`src/rtl/mp_ctrl.sv`:
```
// Purpose: micro-program sequencer; fetches 16-bit instructions, drives operand loads, multiplier start and result writes.
// Latency: start-to-OP_READ one cycle; per instruction 6 cycles plus multiplier time; all outputs registered or state decodes.
// Backpressure: OP_CAL holds until mul_done (optional watchdog via MP_TIMEOUT_EN); RESULT holds until host clears the interrupt.
module mp_ctrl #(
    parameter logic [3:0] INST_LAST = 4'hF,
    parameter logic [7:0] TMO_MAX   = 8'd255
) (
    input  logic        clk,
    input  logic        reset,
    input  logic        s_sel,
    input  logic        s_wr,
    input  logic [15:0] s_addr,
    input  logic [15:0] s_din,
    input  logic [15:0] m_rdata,
    input  logic        mul_done,
    output logic [3:0]  cur_state,
    output logic [3:0]  w_cnt,
    output logic [15:0] cur_op,
    output logic        s0_sel,
    output logic        ra_ld,
    output logic        rb_ld,
    output logic        mul_start,
    output logic        m_wr,
    output logic        irq,
    output logic        err
);

    typedef enum logic [3:0] {
        INIT     = 4'b0000,
        OP_READ  = 4'b0001,
        OP_WAIT1 = 4'b0010,
        RA_READ  = 4'b0011,
        RB_READ  = 4'b0100,
        OP_WAIT2 = 4'b0101,
        OP_CAL   = 4'b0110,
        SELECT   = 4'b0111,
        RESULT   = 4'b1000
    } state_t;

    state_t state;
    state_t state_nxt;

    logic start_evt;
    logic stop_evt;
    logic cal_first;   // high in the cycle right after OP_WAIT2
    logic res_first;   // high when the previous state was not RESULT
    logic din_unused;

    // Host command decodes; they only steer next-state and register loads.
    assign start_evt  = s_sel & s_wr & (s_addr == 16'h0120) & s_din[0];
    assign stop_evt   = s_sel & s_wr & (s_addr == 16'h0122) & ~s_din[0];
    assign din_unused = ^s_din[15:1];

`ifdef MP_TIMEOUT_EN
    logic [7:0] tmo_cnt;
    logic       tmo_hit;

    // The last allowed OP_CAL cycle is the one where the count reads TMO_MAX-1.
    assign tmo_hit = (tmo_cnt == (TMO_MAX - 8'd1));
`else
    logic tmo_unused;
    assign tmo_unused = ^TMO_MAX;
`endif

    // Next-state decode.
    always_comb begin
        state_nxt = state;
        case (state)
            INIT:     if (start_evt) state_nxt = OP_READ;
            OP_READ:  state_nxt = OP_WAIT1;
            OP_WAIT1: state_nxt = (m_rdata[15:12] == 4'h0) ? RESULT : RA_READ;
            RA_READ:  state_nxt = RB_READ;
            RB_READ:  state_nxt = OP_WAIT2;
            OP_WAIT2: state_nxt = OP_CAL;
            OP_CAL: begin
                if (mul_done) state_nxt = SELECT;
`ifdef MP_TIMEOUT_EN
                else if (tmo_hit) state_nxt = RESULT;
`endif
            end
            SELECT:   state_nxt = (w_cnt == INST_LAST) ? RESULT : OP_READ;
            RESULT:   if (stop_evt) state_nxt = INIT;
            default:  state_nxt = INIT;
        endcase
    end

    // State register plus first-cycle markers for OP_CAL and RESULT.
    always_ff @(posedge clk or posedge reset) begin
        if (reset) begin
            state     <= INIT;
            cal_first <= 1'b0;
            res_first <= 1'b0;
        end else begin
            state     <= state_nxt;
            cal_first <= (state == OP_WAIT2);
            res_first <= (state != RESULT);
        end
    end

    // Instruction index and latched instruction; both hold across RESULT/INIT.
    always_ff @(posedge clk or posedge reset) begin
        if (reset) begin
            w_cnt  <= 4'd0;
            cur_op <= 16'h0000;
        end else begin
            if (state == INIT && start_evt) begin
                w_cnt <= 4'd0;
            end else if (state == SELECT && w_cnt != INST_LAST) begin
                w_cnt <= w_cnt + 4'd1;
            end
            if (state == OP_WAIT1) begin
                cur_op <= m_rdata;
            end
        end
    end

`ifdef MP_TIMEOUT_EN
    // Watchdog counter over OP_CAL and sticky error flag cleared by the next start.
    always_ff @(posedge clk or posedge reset) begin
        if (reset) begin
            tmo_cnt <= 8'd0;
            err     <= 1'b0;
        end else begin
            if (state == OP_WAIT2) begin
                tmo_cnt <= 8'd0;
            end else if (state == OP_CAL) begin
                tmo_cnt <= tmo_cnt + 8'd1;
            end
            if (state == INIT && start_evt) begin
                err <= 1'b0;
            end else if (state == OP_CAL && !mul_done && tmo_hit) begin
                err <= 1'b1;
            end
        end
    end
`else
    assign err = 1'b0;
`endif

    // Output decodes of registered state only.
    assign cur_state = state;
    assign s0_sel    = (state != INIT);
    assign ra_ld     = (state == RB_READ);
    assign rb_ld     = (state == OP_WAIT2);
    assign mul_start = cal_first & (state == OP_CAL);
    assign m_wr      = (state == SELECT) | ((state == RESULT) & res_first);
    assign irq       = (state == RESULT);

endmodule

```
`config.mk`:
```
export PLATFORM = sky130hd
export DESIGN_NAME = mp_ctrl
export DESIGN_NICKNAME = d
export VERILOG_FILES = /design/src/rtl/mp_ctrl.sv
export SDC_FILE = /design/constraint.sdc
export NUM_CORES = 1
export LEC_CHECK = 0
export CAP_MARGIN = 25
export CORE_ASPECT_RATIO = 0.8
export CORE_UTILIZATION = 33
export CTS_CLUSTER_SIZE = 14
export DETAILED_ROUTE_END_ITERATION = 10
export PLACE_DENSITY = 0.77
export SYNTH_ARGS = -nofsm -noshare
export SYNTH_HDL_FRONTEND = slang
export SYNTH_SLANG_ARGS = --single-unit
```
`constraint.sdc`:
```
create_clock -name clk -period 1.65 [get_ports clk]
set_clock_uncertainty 0.2 [all_clocks]
set_input_delay 0.165 -clock clk [delete_from_list [all_inputs] [get_ports clk]]
set_output_delay 0.165 -clock clk [all_outputs]
set_load 0.05 [all_outputs]
```
Yosys cells after proc, flatten, opt, wreduce, memory -nomap -nowiden
Cells that the tools add are included.
- flip-flop bits (word level): 26
- input bits: 53
- output and inout port bits: 31
- word-level logic and storage cells: 46
- add/sub/neg operators: 1
- equal/unequal tests: 16
- muxes and demuxes: 8
- bitwise gates (word level): 9
- reduce and logical (&&, ||, !) cells: 7
- operators by type and width (cell ; count):
    $pmux 4 s9 ; 1
    $eq 16x9->1 const B ; 2
    $mux 4 ; 7
    $eq 4x3->1 const B ; 4
    $eq 4x2->1 const B ; 2
    $eq 4x4->1 const B ; 2
    $logic_not 4->1 ; 2
    $ne 4x4->1 const B ; 2
    $and 1x1->1 ; 7
    $add 4x1->4 const B ; 1
    $eq 4x1->1 const B ; 1
    $ne 2x2->1 const B ; 2
    $reduce_bool 4->1 ; 1
    $reduce_and 3->1 ; 1
    $logic_and 1x1->1 ; 2
    $ne 2x1->1 const B ; 1
    $reduce_bool 2->1 ; 1
    $not 1->1 ; 1
    $or 1x1->1 ; 1

Depth between registers and ports, before layout
Gate-level depths: netlist (run 1).
- word-level depth: 5
- mapped depth: 6
- mapped depth without buffers: 5

Least setup slack after synthesis (run 1)
Ideal clock, no wire load.
- kind: reg2out
- start point: register state[0], in the netlist cur_state[0]
- end point: output port mul_start
- arrival time: 2.046 ns
- required time: 1.285 ns
- setup slack: -0.761 ns
- stages on the path, launching flop included: 4
- path buffers: 1
- cells stage by stage: dfrtp_1 > buf_2 > nand2b_4 > nor3_1
- longest elaborated chain between the ends: 2
- RTL lines (item ; RTL line ; RTL):
    start, declared ; 40 ; state_t state;
    start signal, assigned ; 94 ; state <= state_nxt;
    $eq 4x3->1 ; 145 ; assign mul_start = cal_first & (state == OP_CAL);
    $and 1x1->1 ; 145 ;
    end, declared ; 22 ; output logic mul_start,
Every way passes these cells.

Worst setup path after layout (run 1)
- start point: register state[2], in the netlist cur_state[2]
- end point: output port s0_sel
- longest elaborated chain between the ends: 1
- RTL lines (item ; RTL line ; RTL):
    $reduce_bool 4->1 ; 142 ; assign s0_sel = (state != INIT);
    end, declared ; 19 ; output logic s0_sel,
Every way passes these cells.

==> metrics, run 1 <==
RSZ-0062 raised after global routing yes; Worst Path Max Fanout 6; initial antenna violation count 0; Rows 20; dpl cells 248; ranking of synthesized cells by area dfrtp_1 (49%), mux2_2 (14%), nor4_4 (3.2%), buf_4 (2.3%), nor3_1 (1.9%); number of max-cap violations 0; Hold Vio Cnt, Final 0; Remaining DRCs 0; Mapped Area 1330 µm²; clock latency at the later pin of the worst-skew pair 280 ps; synth cell count leaders dfrtp_1 (26), mux2_2 (16), inv_1 (6), nand2_1 (6), nor2_1 (6); net count after synthesis 165; CTS root buf clkbuf_8; clk sinks 26; post-DP HPWL 2870 µm; area fraction of the dominant cell type after synthesis 0.491; Post-synth EDFFs 0; count leader, synth dfrtp_1; Die Wd 72.8 µm; Pre-antenna DRT Iters 4; synth unique cells 36; Final Worst Setup Slack -222 ps; Final GP Congestion 0.726; vias in the first global route 1,410; ANT cells 0; Hold Worst Slack 12.8 ps; Max Slew Vio Count 0; Final nets 266; Starting DRT DRC Count 45; GRT Residual Overflow 0; CTS tree built; final setup fails 26; via count 1,278; Ys Warns 0; failing checks negative setup slack; H-tree levels 1; Seq cells post-synth 26; Core Box Area 3830 µm²; top_reg_cell synth dfrtp_1; status finished with violations; Setup CP Type reg2out; die area 4270 µm²; mean area per synthesized cell 11.9 µm²; non-filler cells, final 266; final core occ 0.701; Die Y 58.7 µm; drt total wl 3920 µm; Mapped Cells 111; asr flop ratio synth 1.00; global-route wire length before repair 6280 µm; Total GRT Usage 0.194; pwr dens 1970 nW/µm²; area grow syn2layout 103%; Critical Path End Type output port; Vias/cell 4.80; clock-pin slew on the worst setup and hold paths 90 ps; crit path DAT 1510 ps; Synth area leader dfrtp_1; Routed Antenna Nets 0; Worst Setup Start Kind register; register area share after synthesis 0.491; average wire per standard cell 14.7 µm; I/O pin count 84; Hold/Removal Path Class in2async; cts hold-fix bufs 0; share of layout cells above drive strength 1 0.550; I/O Buffers 67; Initial Util 0.346; largest net degree at the start of global routing 16; total leakage power 1.23 nW; beginning of the critical path cur_state[2]; Peak VDD IR 1.03 mV; CTS Buf Count 3; Total Power 5.29 mW; CP Data Required Time 1280 ps; post-layout min period 1870 ps; Setup TNS Final -2220 ps; clock buffer depth 2; fmax 534 MHz; Final period util 1.13; R2R Path Start cur_state[2]
## logic make-up (layout without fill, tap and decap cells)
group           after synthesis  in the layout  share of synthesized area
other cells                   1              1                    0.00283
simple gates                 39             39                      0.217
fa+ha+maj                     1              1                    0.00944
mux                          16             16                      0.136
xor+xnor                      2              2                     0.0132
flops                        26             26                      0.491
compound gates               13             13                     0.0699
buf+inv                      13            113                     0.0604
## timing repair
item / in CTS / in global routing
pin swaps: 8 / 11
hold endpoints to repair: 0 / 0
setup buffers: 10 / 5
endpoints found under the setup margin: 16 / 29
resized for setup: 17 / 18
## report_power, final
| group | internal [mW] | switching (mW) |
|---|---|---|
| Clock | 0.325 | 0.211 |
| Sequential | 0.905 | 0.219 |
| Combinational | 1.72 | 1.90 |
| Total | 2.95 | 2.33 |
## path summary, 6_finish.rpt
check	endpoint	slack, ps	cells after the start
worst min-delay path	cur_op[13]	10	3
min in group clk	cur_state[3]	140	5
worst max-delay path	s0_sel	-220	3
worst max register to register	w_cnt[0]	-190	5
max in group asynchronous	w_cnt[1]	1050	3
worst min register to register	cur_op[0]	320	1
## metal layers
metal,vias to the layer above,part of all wire,track usage
met5,-,0,0
met3,4,0.072,0.0377
met2,63,0.52,0.351
li1,589,-,-
met1,622,0.39,0.233
met4,0,0.0087,0.0644
## registers in the layout (all words and copies together), names as in the netlist
| register | flops |
|---|---|
| cur_op | 16 |
| res_first | 1 |
| cur_state | 4 |
| cal_first | 1 |
| w_cnt | 4 |
## cell type report
class	count	area, µm²
repair buffers	103	1090
multi-input cells	72	757
fillers	265	1140
well taps	55	68.8
clock inverters	1	30.0
inverters	6	35.0
clock buffers	3	41.3
flip-flops and latches	26	658
## critical path, cell delays in order (launching register included)
cell	delay [ps]
dfrtp_2	470
nor4_4	360
clkinvlp_4	180
buf_4	210
## layout by cell type, fill, tap and decap left out, drive strengths merged, types with 2 or more instances in the layout
master	instances
nor2	6
nand3	3
clkinvlp	2
nor3	6
buf	66
mux2	16
xor2	2
clkbuf	3
dlymetal6s2s	9
nand2b	3
and4b	2
clkdlybuf4s50	28
a21oi	4
nand2	7
inv	4
nor2b	2
or3	2
o21ai	2
dfrtp	26
nor4	4
## per-stage QoR
stage                     cell area [µm²]  setup WS (ps)
after floorplan                      1430           -409
after global placement               2360           -273
after detailed placement             2360           -374
after CTS                            2580           -207
after global routing                 2680           -296
final                                2680           -222
Note: power is estimated with default switching activity, not from simulation.
==> run 2, diff against run 1 <==
==> constraint.sdc (replaced) <==
create_clock -name clk -period 1.65 [get_ports clk]
set_clock_uncertainty 0.2 [all_clocks]
set_input_delay 0.33 -clock clk [delete_from_list [all_inputs] [get_ports clk]]
set_output_delay 0.33 -clock clk [all_outputs]
set_load 0.05 [all_outputs]
==> metrics, run 2 (same netlist as run 1, synthesis figures left out) <==
Total Power 6.06 mW; Hold Vio Cnt, Final 0; Final period util 1.25; critical path cell sequence nor4_4, clkinvlp_4, buf_6; initial antenna violation count 0; CP Data Required Time 1120 ps; non-filler cells, final 268; total leakage power 1.30 nW; CTS root buf clkbuf_8; Worst Path Max Fanout 4; clock buffer depth 2; combinational share of power 0.708; H-tree levels 1; Internal Power 3.56 mW; Starting DRT DRC Count 25; GRT Residual Overflow 0; pwr dens 2060 nW/µm²; Switch Pwr 2.50 mW; Pre-antenna DRT Iters 4; clk sinks 26; Max Slew Vio Count 0; failing checks negative setup slack; register with the most flip-flops cur_op; via count 1,293; CP max stage delay 480 ps; fmax 485 MHz; number of max-cap violations 0; clock latency at the later pin of the worst-skew pair 270 ps; global-route wire length before repair 6320 µm; drt total wl 3950 µm; I/O Buffers 67; Final GP Congestion 0.768; Peak VDD IR 1.16 mV; Critical Path End Type output port; average wire per standard cell 14.7 µm; Clk network pwr share 0.087; dpl cells 252; I/O pin count 84; cts hold-fix bufs 0; CTS Buf Count 3; post-layout min period 2060 ps; most common cell after layout, fill and taps aside buf_12; Remaining DRCs 0; max reg flops 16; area grow syn2layout 122%; critical path's slowest cell dfrtp_2; commonest non-fill, non-tap cells in the layout buf_12 (30), clkdlybuf4s50_1 (21), buf_4 (21), dfrtp_1 (20); Seq pwr share 0.205; Die Wd 72.8 µm; die area 4270 µm²; Post-DP Area 2600 µm²; vias in the first global route 1,374; clock-pin slew on the worst setup and hold paths 90 ps; fillers 244; Total GRT Usage 0.195; Routed Antenna Nets 0; Setup TNS Final -6580 ps; ANT cells 0; share of layout cells above drive strength 1 0.587; Core Box Area 3830 µm²; Vias/cell 4.82; final setup fails 29; status finished with violations; Final Worst Setup Slack -410 ps; final core occ 0.769; crit path DAT 1530 ps; Worst Setup Start Kind register; CTS tree built; largest net degree at the start of global routing 27; Hold/Removal Path Class in2reg; Final Cell Area 2950 µm²; Die Y 58.7 µm; post-DP HPWL 2870 µm; Setup CP Type reg2out; RSZ-0062 raised after global routing yes; Switching Fraction 0.413; Rows 20; Final nets 268; Initial Util 0.346
[run 2: per-layer routing]
metal  share of wire  global-route usage
met1            0.39               0.236
met2            0.53               0.351
met3           0.054              0.0325
met4           0.023              0.0756
met5               0                   0
[run 2: final timing paths]
kind	depth (start not counted)	slack (ps)	end	from
hold / removal	2	170	cur_op[15]	m_rdata[15]
min in group asynchronous	3	230	cur_op[15]	reset
hold reg to reg	1	390	cur_op[5]	cur_op[5]
setup / recovery	3	-410	s0_sel	cur_state[1]
setup reg to reg	5	-240	w_cnt[2]	cur_state[1]
max in group asynchronous	3	750	cur_state[0]	reset
[run 2: critical path, delay by kind of cell, from the launching register on]
kind / cells / cell delay [ps]
buffers and inverters: 2 / 380
and+or+nand+nor: 1 / 400
DFF: 1 / 480
[run 2: area by class of cell]
type / instances / area, µm² / share of cell area
tap: 55 / 68.8 / 0.0234
timing repair buffer: 105 / 1310 / 0.445
multi-input combinational: 72 / 801 / 0.272
inverter: 6 / 35.0 / 0.0119
clock inverter: 1 / 30.0 / 0.0102
clock buffer: 3 / 41.3 / 0.0140
sequential: 26 / 658 / 0.223
[run 2: timing repair]
item | CTS | global route
buffers inserted | 11 | 5
resized for setup | 43 | 26
setup endpoints to repair | 29 | 31
pin swaps | 18 | 13
[run 2: power by group through the flow]
stage	clock, mW	combinational [mW]	sequential [mW]
after floorplan	0	1.25	1.90
after global placement	0	3.74	1.21
after detailed placement	0	3.80	1.23
after CTS	0.528	4.10	1.24
after global routing	0.562	4.46	1.28
final	0.526	4.29	1.24
[run 2: stage by stage]
step,setup WS [ps],hold WS (ps)
6_report,-410,169
5_1_grt,-449,166
4_1_cts,-360,254
3_5_place_dp,-547,366
3_3_place_gp,-435,360
2_1_floorplan,-409,170
==> run 3, diff against run 2 <==
--- a/config.mk
+++ b/config.mk
@@ -5,12 +5,13 @@
 export SDC_FILE = /design/constraint.sdc
 export NUM_CORES = 1
 export LEC_CHECK = 0
+export ABC_AREA = 1
 export CAP_MARGIN = 25
 export CORE_ASPECT_RATIO = 0.8
-export CORE_UTILIZATION = 33
+export CORE_UTILIZATION = 32
 export CTS_CLUSTER_SIZE = 14
 export DETAILED_ROUTE_END_ITERATION = 10
-export PLACE_DENSITY = 0.77
+export PLACE_DENSITY = 0.76
 export SYNTH_ARGS = -nofsm -noshare
 export SYNTH_HDL_FRONTEND = slang
 export SYNTH_SLANG_ARGS = --single-unit
==> metrics, run 3 <==
status finished with violations; failing checks negative setup slack; Final Cell Area 2600 µm²; Total GRT Usage 0.180; Die Y 58.6 µm; ANT cells 0; CTS root buf clkbuf_8; synth cell count leaders nand2_1 (60), dfrtp_1 (26), inv_1 (24); net count after synthesis 222; Routed Antenna Nets 0; Mapped Area 1280 µm²; Core Box Area 3800 µm²; clock latency at the later pin of the worst-skew pair 270 ps; Ys Warns 0; non-filler cells, final 308; multi-input logic area 572 µm²; Hold Worst Slack 203 ps; final core occ 0.683; CTS tree built; initial antenna violation count 0; Total Power 5.59 mW; pwr dens 2150 nW/µm²; post-DP HPWL 2660 µm; GRT Residual Overflow 0; area grow syn2layout 103%; ranking of synthesized cells by area dfrtp_1 (51%), nand2_1 (18%), inv_1 (7.0%), nor2_1 (5.0%), nand3_1 (3.1%); Final nets 308; count leader, synth nand2_1; Pre-antenna DRT Iters 4; die area 4260 µm²; Seq cells post-synth 26; global-route wire length before repair 5840 µm; Critical Path End Type output port; Peak VDD IR 1.39 mV; H-tree levels 1; Final period util 1.11; total leakage power 1.23 nW; Initial Util 0.337; Worst Setup Start Kind register; commonest non-fill, non-tap cells in the layout nand2_1 (54), clkdlybuf4s50_1 (37), buf_12 (30), dfrtp_1 (22), inv_1 (20); Final Worst Setup Slack -178 ps; post-layout min period 1830 ps; CP Data Required Time 1120 ps; Setup TNS Final -873 ps; Setup CP Type reg2out; clk sinks 26; register with the most flip-flops cur_op; top_reg_cell synth dfrtp_1; synth unique cells 26; asr flop ratio synth 1.00; dpl cells 295; Remaining DRCs 0; Rows 20; clock buffer depth 2; crit path DAT 1300 ps; Reg area 656 µm²; number of max-cap violations 0; Worst Path Max Fanout 3; register area share after synthesis 0.508; Post-DP Area 2410 µm²; Mapped Cells 168; fmax 547 MHz; final setup fails 7; I/O Buffers 67; via count 1,316; clock-pin slew on the worst setup and hold paths 90 ps; most common cell after layout, fill and taps aside nand2_1; max reg flops 16; area fraction of the dominant cell type after synthesis 0.508; I/O pin count 84; CTS Buf Count 3; Starting DRT DRC Count 21; Hold Vio Cnt, Final 0; average wire per standard cell 11.0 µm; mean area per synthesized cell 7.63 µm²; DP Worst Slack -167 ps; share of layout cells above drive strength 1 0.324; Hold/Removal Path Class in2async; Final GP Congestion 0.784; Die Wd 72.7 µm; largest net degree at the start of global routing 27; Max Slew Vio Count 0; RSZ-0062 raised after global routing yes; fillers 296; Vias/cell 4.27; Post-synth EDFFs 0; drt total wl 3390 µm; Synth area leader dfrtp_1; vias in the first global route 1,324; cts hold-fix bufs 0
run 3: changes by cell type after synthesis, moves of 3 or more:
cell | before | now
buf_4 | 4 | 1
inv_1 | 6 | 24
mux2_2 | 16 | 0
nand2_1 | 6 | 60
nand3_1 | 3 | 8
nor2_1 | 6 | 17
o21ai_1 | 0 | 4
run 3: kinds of logic (layout without fill, tap and decap cells):
family | after synthesis | count (layout) | share of synthesized area
and+or+nand+nor | 96 | 96 | 0.318
buffers and inverters | 31 | 116 | 0.102
DFF | 26 | 26 | 0.508
AOI/OAI and AO/OA | 13 | 13 | 0.0596
adders and majority gates | 1 | 1 | 0.00976
other | 1 | 1 | 0.00293
run 3: power by group:
group / switching, mW / internal, mW / leakage, nW
Combinational: 2.04 / 1.78 / 0.889
Clock: 0.194 / 0.324 / 0.0357
Sequential: 0.317 / 0.937 / 0.311
Total: 2.55 / 3.04 / 1.24
run 3: layer usage:
| metal | routed length [µm] | track usage | vias to the layer above |
|---|---|---|---|
| met2 | 1700 | 0.316 | 32 |
| met4 | 17 | 0.0364 | 0 |
| li1 | - | - | 681 |
| met5 | 0 | 0 | - |
| met3 | 153 | 0.0497 | 4 |
| met1 | 1520 | 0.223 | 599 |
run 3: worst paths after layout:
check | cells past startpoint | startpoint | end | slack, ps
hold / removal | 3 | reset | cal_first | 200
setup / recovery | 6 | cur_state[1] | m_wr | -180
hold reg to reg | 1 | cur_state[3] | cur_state[1] | 310
min in group clk | 1 | cur_state[3] | cur_state[1] | 310
max in group asynchronous | 3 | reset | cur_state[1] | 790
setup reg to reg | 9 | cur_state[0] | w_cnt[3] | 80
run 3: layout make-up:
type / count / area share
Tap cell: 55 / 0.0265
Multi-Input combinational cell: 111 / 0.220
Inverter: 27 / 0.0414
Clock buffer: 3 / 0.0159
Clock inverter: 1 / 0.0116
Timing Repair Buffer: 85 / 0.432
Sequential cell: 26 / 0.253
run 3: critical path, cell delays in order (launching register included):
cell	delay [ps]
dfrtp_2	440
nor2_4	130
nand3_2	100
clkinvlp_4	100
nand2_2	60
nand2_4	60
buf_12	130
run 3: repair_timing:
item / CTS / global route
resized for setup: 10 / 7
pin swaps: 8 / 2
setup buffers: 7 / 2
endpoints found under the setup margin: 6 / 11
